[config.mk]
export PLATFORM = sky130hd
export DESIGN_NAME = banked_mem_responder
export DESIGN_NICKNAME = d
export VERILOG_FILES = /design/src/rtl/banked_mem_responder.sv
export SDC_FILE = /design/constraint.sdc
export NUM_CORES = 2
export LEC_CHECK = 0
export BUFFER_PORTS_ARGS = -buffer_cell sky130_fd_sc_hd__buf_4
export CAP_MARGIN = 0
export CORE_ASPECT_RATIO = 1.25
export CORE_MARGIN = 2
export CORE_UTILIZATION = 55
export CTS_BUF_LIST = sky130_fd_sc_hd__clkbuf_16
export DETAILED_ROUTE_END_ITERATION = 8
export GPL_TIMING_DRIVEN = 0
export PLACE_DENSITY = 0.71
export SLEW_MARGIN = 20
export SYNTH_ARGS = -nofsm -noshare
export SYNTH_HDL_FRONTEND = slang
export SYNTH_MEMORY_MAX_BITS = 65536
export SYNTH_SLANG_ARGS = --single-unit
[constraint.sdc]
create_clock -name clk -period 4.1 [get_ports clk]
set_input_delay 0.82 -clock clk [delete_from_list [all_inputs] [get_ports clk]]
set_output_delay 0.82 -clock clk [all_outputs]
set_load 0.005 [all_outputs]
[src/rtl/banked_mem_responder.sv]
//------------------------------------------------------------------------------
// Module      : banked_mem_responder
// Description : Four-bank word-interleaved memory responder with per-bank
//               occupancy counters and a fixed-latency read pipeline.
// Revision    : 1.0
//------------------------------------------------------------------------------
`default_nettype none

module banked_mem_responder #(
  parameter int ADDR_W    = 16,
  parameter int DATA_W    = 16,
  parameter int MEM_WORDS = 256,
  parameter int BANK_BUSY = 4,
  parameter int RD_LAT    = 2
) (
  input  logic              clk,
  input  logic              rst_n,
  input  logic [ADDR_W-1:0] addr_i,
  input  logic [DATA_W-1:0] data_in_i,
  input  logic              wr_i,
  input  logic              rd_i,
  output logic [DATA_W-1:0] data_out_o,
  output logic              rd_valid_o,
  output logic              stall_o,
  output logic [3:0]        busy_o,
  output logic              err_o
);

  localparam int WIDX_W = $clog2(MEM_WORDS);
  localparam int CNT_W  = 4;

  logic [DATA_W-1:0] mem_q [MEM_WORDS];
  logic [CNT_W-1:0]  cnt_q [4];
  logic [CNT_W-1:0]  cnt_d [4];
  logic [RD_LAT-1:0] vld_q;
  logic [DATA_W-1:0] dat_q [RD_LAT];

  logic              req;
  logic              accept;
  logic [1:0]        bank;
  logic [WIDX_W-1:0] word;
  logic              unused_addr;

  assign bank        = addr_i[2:1];
  assign word        = addr_i[WIDX_W:1];
  assign unused_addr = ^addr_i[ADDR_W-1:WIDX_W+1];

  // An erroring request must never be reported as a stall.
  assign req     = rd_i | wr_i;
  assign err_o   = req & ((rd_i & wr_i) | addr_i[0]);
  assign stall_o = req & ~err_o & busy_o[bank];
  assign accept  = req & ~err_o & ~stall_o;

  generate
    for (genvar i = 0; i < 4; i++) begin : g_bank
      always_comb begin
        cnt_d[i] = cnt_q[i];
        if (accept && (bank == 2'(i))) begin
          cnt_d[i] = CNT_W'(BANK_BUSY);
        end else if (cnt_q[i] != '0) begin
          cnt_d[i] = cnt_q[i] - 1'b1;
        end
      end

      always_ff @(posedge clk or negedge rst_n) begin
        if (!rst_n) begin
          cnt_q[i] <= '0;
        end else begin
          cnt_q[i] <= cnt_d[i];
        end
      end

      assign busy_o[i] = (cnt_q[i] != '0);
    end
  endgenerate

  always_ff @(posedge clk or negedge rst_n) begin
    if (!rst_n) begin
      vld_q <= '0;
    end else begin
      vld_q[0] <= accept & rd_i;
      for (int s = 1; s < RD_LAT; s++) begin
        vld_q[s] <= vld_q[s-1];
      end
    end
  end

  // Storage and read data stages carry no reset; validity is tracked by vld_q.
  always_ff @(posedge clk) begin
    if (accept && wr_i) begin
      mem_q[word] <= data_in_i;
    end
    dat_q[0] <= mem_q[word];
    for (int s = 1; s < RD_LAT; s++) begin
      dat_q[s] <= dat_q[s-1];
    end
  end

  assign rd_valid_o = vld_q[RD_LAT-1];
  assign data_out_o = vld_q[RD_LAT-1] ? dat_q[RD_LAT-1] : '0;

endmodule

`default_nettype wire

# After elaboration in Yosys (flattened, before gate mapping)
# Memories as Yosys holds them, arrays and structs flattened.
# Index checks and enable logic that the tools add are counted.
# word_totals
n_memories,2
reg_bits,18
elab_cells,52
ramBits,4128
output_inout_bits,23
inputBits,36
# classes
n_addsub,4
order_cmp,1
eq_ne,3
n_bitwise,10
n_reduce_logical,14
mux,13
# memory_table
name,words,width,read_ports,rd_clocked_by_memory_dff,write_ports,line_no,rtl
mem_q,256,16,1,0,1,32,logic [DATA_W-1:0] mem_q [MEM_WORDS];
dat_q,2,16,2,0,2,36,logic [DATA_W-1:0] dat_q [RD_LAT];
# ops
operator,n
4-bit two-way mux,8
16-bit two-way mux,1
4-bit nonzero test,4
"4-bit by 1-bit subtractor with 4-bit output, second input constant",4
2-bit nonzero test,4
1-bit bitwise AND,6
1-bit logical AND,5
"2-bit equality test, second input constant",2
"2-bit by 3-bit < comparator with 1-bit output, second input constant",1
1-bit two-way mux,3
1-bit binary-select mux with 2-bit select,1
"2-bit by 1-bit equality test with 1-bit output, second input constant",1
2-bit zero test,1
1-bit NOT,2
1-bit OR,2

# Depth between registers and ports, before layout
# logic_depth
ltp_word,11
ltp_mapped,9
mapped_depth_nobuf,7

# Worst setup path before layout
# Ideal clock, no wire load.
# synth_timing
path_kind,input -> register
startpoint,input port addr_i[1]
endpoint,"memory mem_q[183][0], enable pin"
path_stages,9
path_buffers,5
slack_ps,601
required_time_ps,3712
t_arrival_ps,3110
setup_time_ps,388
cell_sequence,buf_2 > buf_6 > buf_2 > buf_4 > nand2_1 > nor3_1 > nand2_1 > clkbuf_1 > nor2_1
# synth_via
elab_chain_cells,8
# synth_lines
item,line_no,rtl
"start, declared",18,"input logic [ADDR_W-1:0] addr_i,"
1-bit binary-select mux with 2-bit select,51,assign stall_o = req & ~err_o & busy_o[bank];
1-bit two-way mux (not written as such),51,
1-bit bitwise AND,51,
1-bit NOT,52,assign accept = req & ~err_o & ~stall_o;
1-bit bitwise AND,52,
1-bit logical AND,90,if (accept && wr_i) begin
1-bit two-way mux,90,
1-bit two-way mux (not written as such),91,mem_q[word] <= data_in_i;
"end, declared",32,
# Several ways; a longest one is shown, not always the timed one. The select of a mux whose other input is x is not followed.

==> flow_summary.toml <==
[timing]
fin_ws_ns = -0.0431
grt_setup_unrepaired = "false"
finalClockSkew_ns = 0.0571
relSlewSlack_pct = 11.6
finalHoldViolations = 0
post-route-period-util_pct = 101
fmax_ghz = 0.241
holdWs_ns = 0.143
tightest_slew_ns = 1.31
setup-violations-final = 2
tns_ns = -0.0719
period_needed_ns = 4.14
drv_slew = 0

[setup_path]
critPathRequiredTime_ns = 4.70
crit_type = "in2reg"
r2r-end = "mem_q[171][7]"
crit_arrival_ns = 4.75
r2r_setup_slack_ns = 0.11
cp-end-kind = "register"
cp_slowest_stage_delay_ns = 0.99
crit_fanout = 10
critPathLaunchType = "input pin"
rr_startpoint = "cnt_q[0]"
crit_slowest_cell = "clkbuf_1"
reg2regPathDepth = 12
crit_chain = "buf_2 -> clkbuf_2 -> clkbuf_1 -> mux4_2 -> a22oi_1 -> a21oi_1 -> o41ai_4 -> nand4_1"

[placement]
dpl_worst_slack_ns = -2.17
routabilityCongestion = 0.971
dp.cells = 10937
port_buffers = 49
place_hpwl_um = 298000

[routing]
top_layer_used = "met5"
wl_met2_um = 210000
first_pass_iters = 9
wl_met3_um = 51300
vias_per_cell = 6.76
wl_per_cell_um = 37.5
drcViolationCount = 0
vias = 78740
wirelength_met1_um = 145000
routed_wl_um = 437000
drt_iter0_drc = 12209
antenna_left = 0

[grt]
grt_pass1_vias = 78709
grt_pass1_wl_um = 607000
grt_usage_pct = 30.3
grt_max_degree = 121
antenna_found_initial = 25
grt_overflow = 0

[yosys]
async_flop_share_pct = 0.434
syn-num-nets = 6873
netlist_area_sq_um = 157000
synth.most_common_cell = "edfxtp_1"
synth.ff_latch_count = 4146
yosys-top-cells-area = "edfxtp_1 (79%), mux4_2 (15%), a22oi_1 (2.5%)"
synth_common_cells = "edfxtp_1 (4096), mux4_2 (1025), a22oi_1 (512)"
synth_cell_type_count = 34
synth_edf_count = 4096
yosysWarnings = 0
synth_top_area_cell = "edfxtp_1"
synth-seq-area-share_pct = 79.2
synth.avg_cell_area_sq_um = 22.9
synth_flop_cell = "edfxtp_1"
synth_top_cell_area_share_pct = 78.6
synth_cells = 6829

[cts]
clock_latency_ns = 0.95
clkSinkCount = 4146
cts.clk_slew.worst_paths_ns = 0.06
cts_made_buffers = 383
cts_root_buf = "clkbuf_16"
clk_path_buf_depth = 4
cts_tree = "done"
htreeDepth = 5

[pwr]
intPower_mw = 68.0
clkPwrFrac_pct = 40.7
pwr-share-comb_pct = 5.3
switchingPower_mw = 18.7
powerDensity_nw_per_um2 = 482
leakage_nw = 55.8
pwr-share-seq_pct = 54.0
ir_drop_uv = 485
swShare_pct = 21.5

[status]
violations = "negative setup slack"
status = "finished with violations"

[finish]
fin_nets = 7622
fin_cells = 11653
final_util_pct = 63.3
area_delta_synth_final_pct = 14.8
drive_above_1_share_pct = 30.5
final.fill_count = 18316

[floorplanning]
io_pins = 59
fp.dieH_um = 601
fp.coreArea_sq_um = 284000
fp.dieArea_sq_um = 289000
rows = 219
initial_core_util_pct = 55.2
die_w_um = 481

[min_path]
hold_class = "in2reg"
hold_start = "rd_i"
hold_end = "vld_q[0]"
whs_path_depth = 3

[run]
maxCapViolCount = 0
## registers in the layout, indices dropped and copies added (netlist names)
name   count
mem_q   4096
dat_q     32
cnt_q     16
vld_q      2
## routing by layer
metal	up-vias	GRT usage, %
met4	16	17.7
met3	1021	7.83
met5	-	0
li1	30870	-
met1	41430	38.5
met2	5403	47.5
## metrics by stage
stage	total power [mW]	area (sq um)
after floorplan	49.9	157000
after global routing	88.6	180000
after CTS	86.8	180000
after global placement	52.0	162000
final	86.7	180000
after detailed placement	52.2	167000
## worst max path at each step
stage | slack [ns] | start | to
after floorplan | 0.60 | addr_i[1] | mem_q[183][0]
after global placement | -3.59 | addr_i[1] | mem_q[119][15]
after detailed placement | -2.17 | addr_i[1] | mem_q[185][15]
after CTS | -0.20 | addr_i[1] | mem_q[196][12]
after global routing | 0.02 | cnt_q[0] | mem_q[171][7]
final | -0.04 | addr_i[2] | dat_q[0][13]
## final cells by class
class                      instances  area, sq um  share of cell area [%]
antenna                           14         35.0                  0.0195
buffer                           414         1920                    1.07
clock buffer                     390         9760                    5.43
clock inverter                   299         2540                    1.42
inverter                          11         41.3                  0.0230
multi-input combinational       2258        31600                    17.6
sequential                      4146       124000                    69.0
tap                             3757         4700                    2.61
timing repair buffer             364         5120                    2.85
## worst max-delay path, delay by kind of cell
| kind | cells | cell delay [ns] |
|---|---|---|
| buf+inv | 3 | 1.89 |
| simple gates | 1 | 0.54 |
| mux | 1 | 0.45 |
| compound gates | 3 | 1.01 |
## power groups by stage
stage / Combinational [mW] / Sequential, mW / Clock [mW]
6_report: 4.59 / 46.8 / 35.3
5_1_grt: 4.75 / 46.8 / 37.1
4_1_cts: 4.53 / 46.8 / 35.5
3_5_place_dp: 4.49 / 47.7 / 0
3_3_place_gp: 4.17 / 47.8 / 0
2_1_floorplan: 2.21 / 47.7 / 0
## placed cells by master, fill, tap and decap left out, types with 32 or more instances in the layout
cell	Yosys	routed
a22oi_1	512	512
buf_4	34	87
clkinv_2	0	70
edfxtp_1	4096	4096
buf_1	52	46
buf_6	8	149
bufinv_16	0	40
buf_8	0	114
clkinv_1	0	72
nor2_2	0	246
clkbuf_2	0	52
mux4_2	1025	1025
o41ai_1	64	45
a21oi_1	256	252
clkbuf_1	246	191
clkbuf_16	0	390
dfxtp_1	32	32
buf_16	0	42
buf_2	74	81
inv_1	11	88
## timing repair
action | CTS | global route
endpoints found under the hold margin | 18 | 0
gates resized for setup | 35 | 19
hold buffers | 1 | 0
endpoints found under the setup margin | 2741 | 420
pin swaps | 2 | 2
setup buffers | 9 | 2
## logic make-up (layout without fill, tap and decap cells)
logic type      count (synthesis)  after routing  synth area share [%]
buf+inv                       425           1478                  1.20
other cells                     0             14                     0
fa+ha+maj                       9              9                0.0703
flops                        4146           4146                  79.2
mux                          1025           1025                  14.7
simple gates                  371            371                  1.00
xor+xnor                        9              9                0.0503
compound gates                844            844                  3.69
No activity file was read; power rests on OpenSTA's default activity.
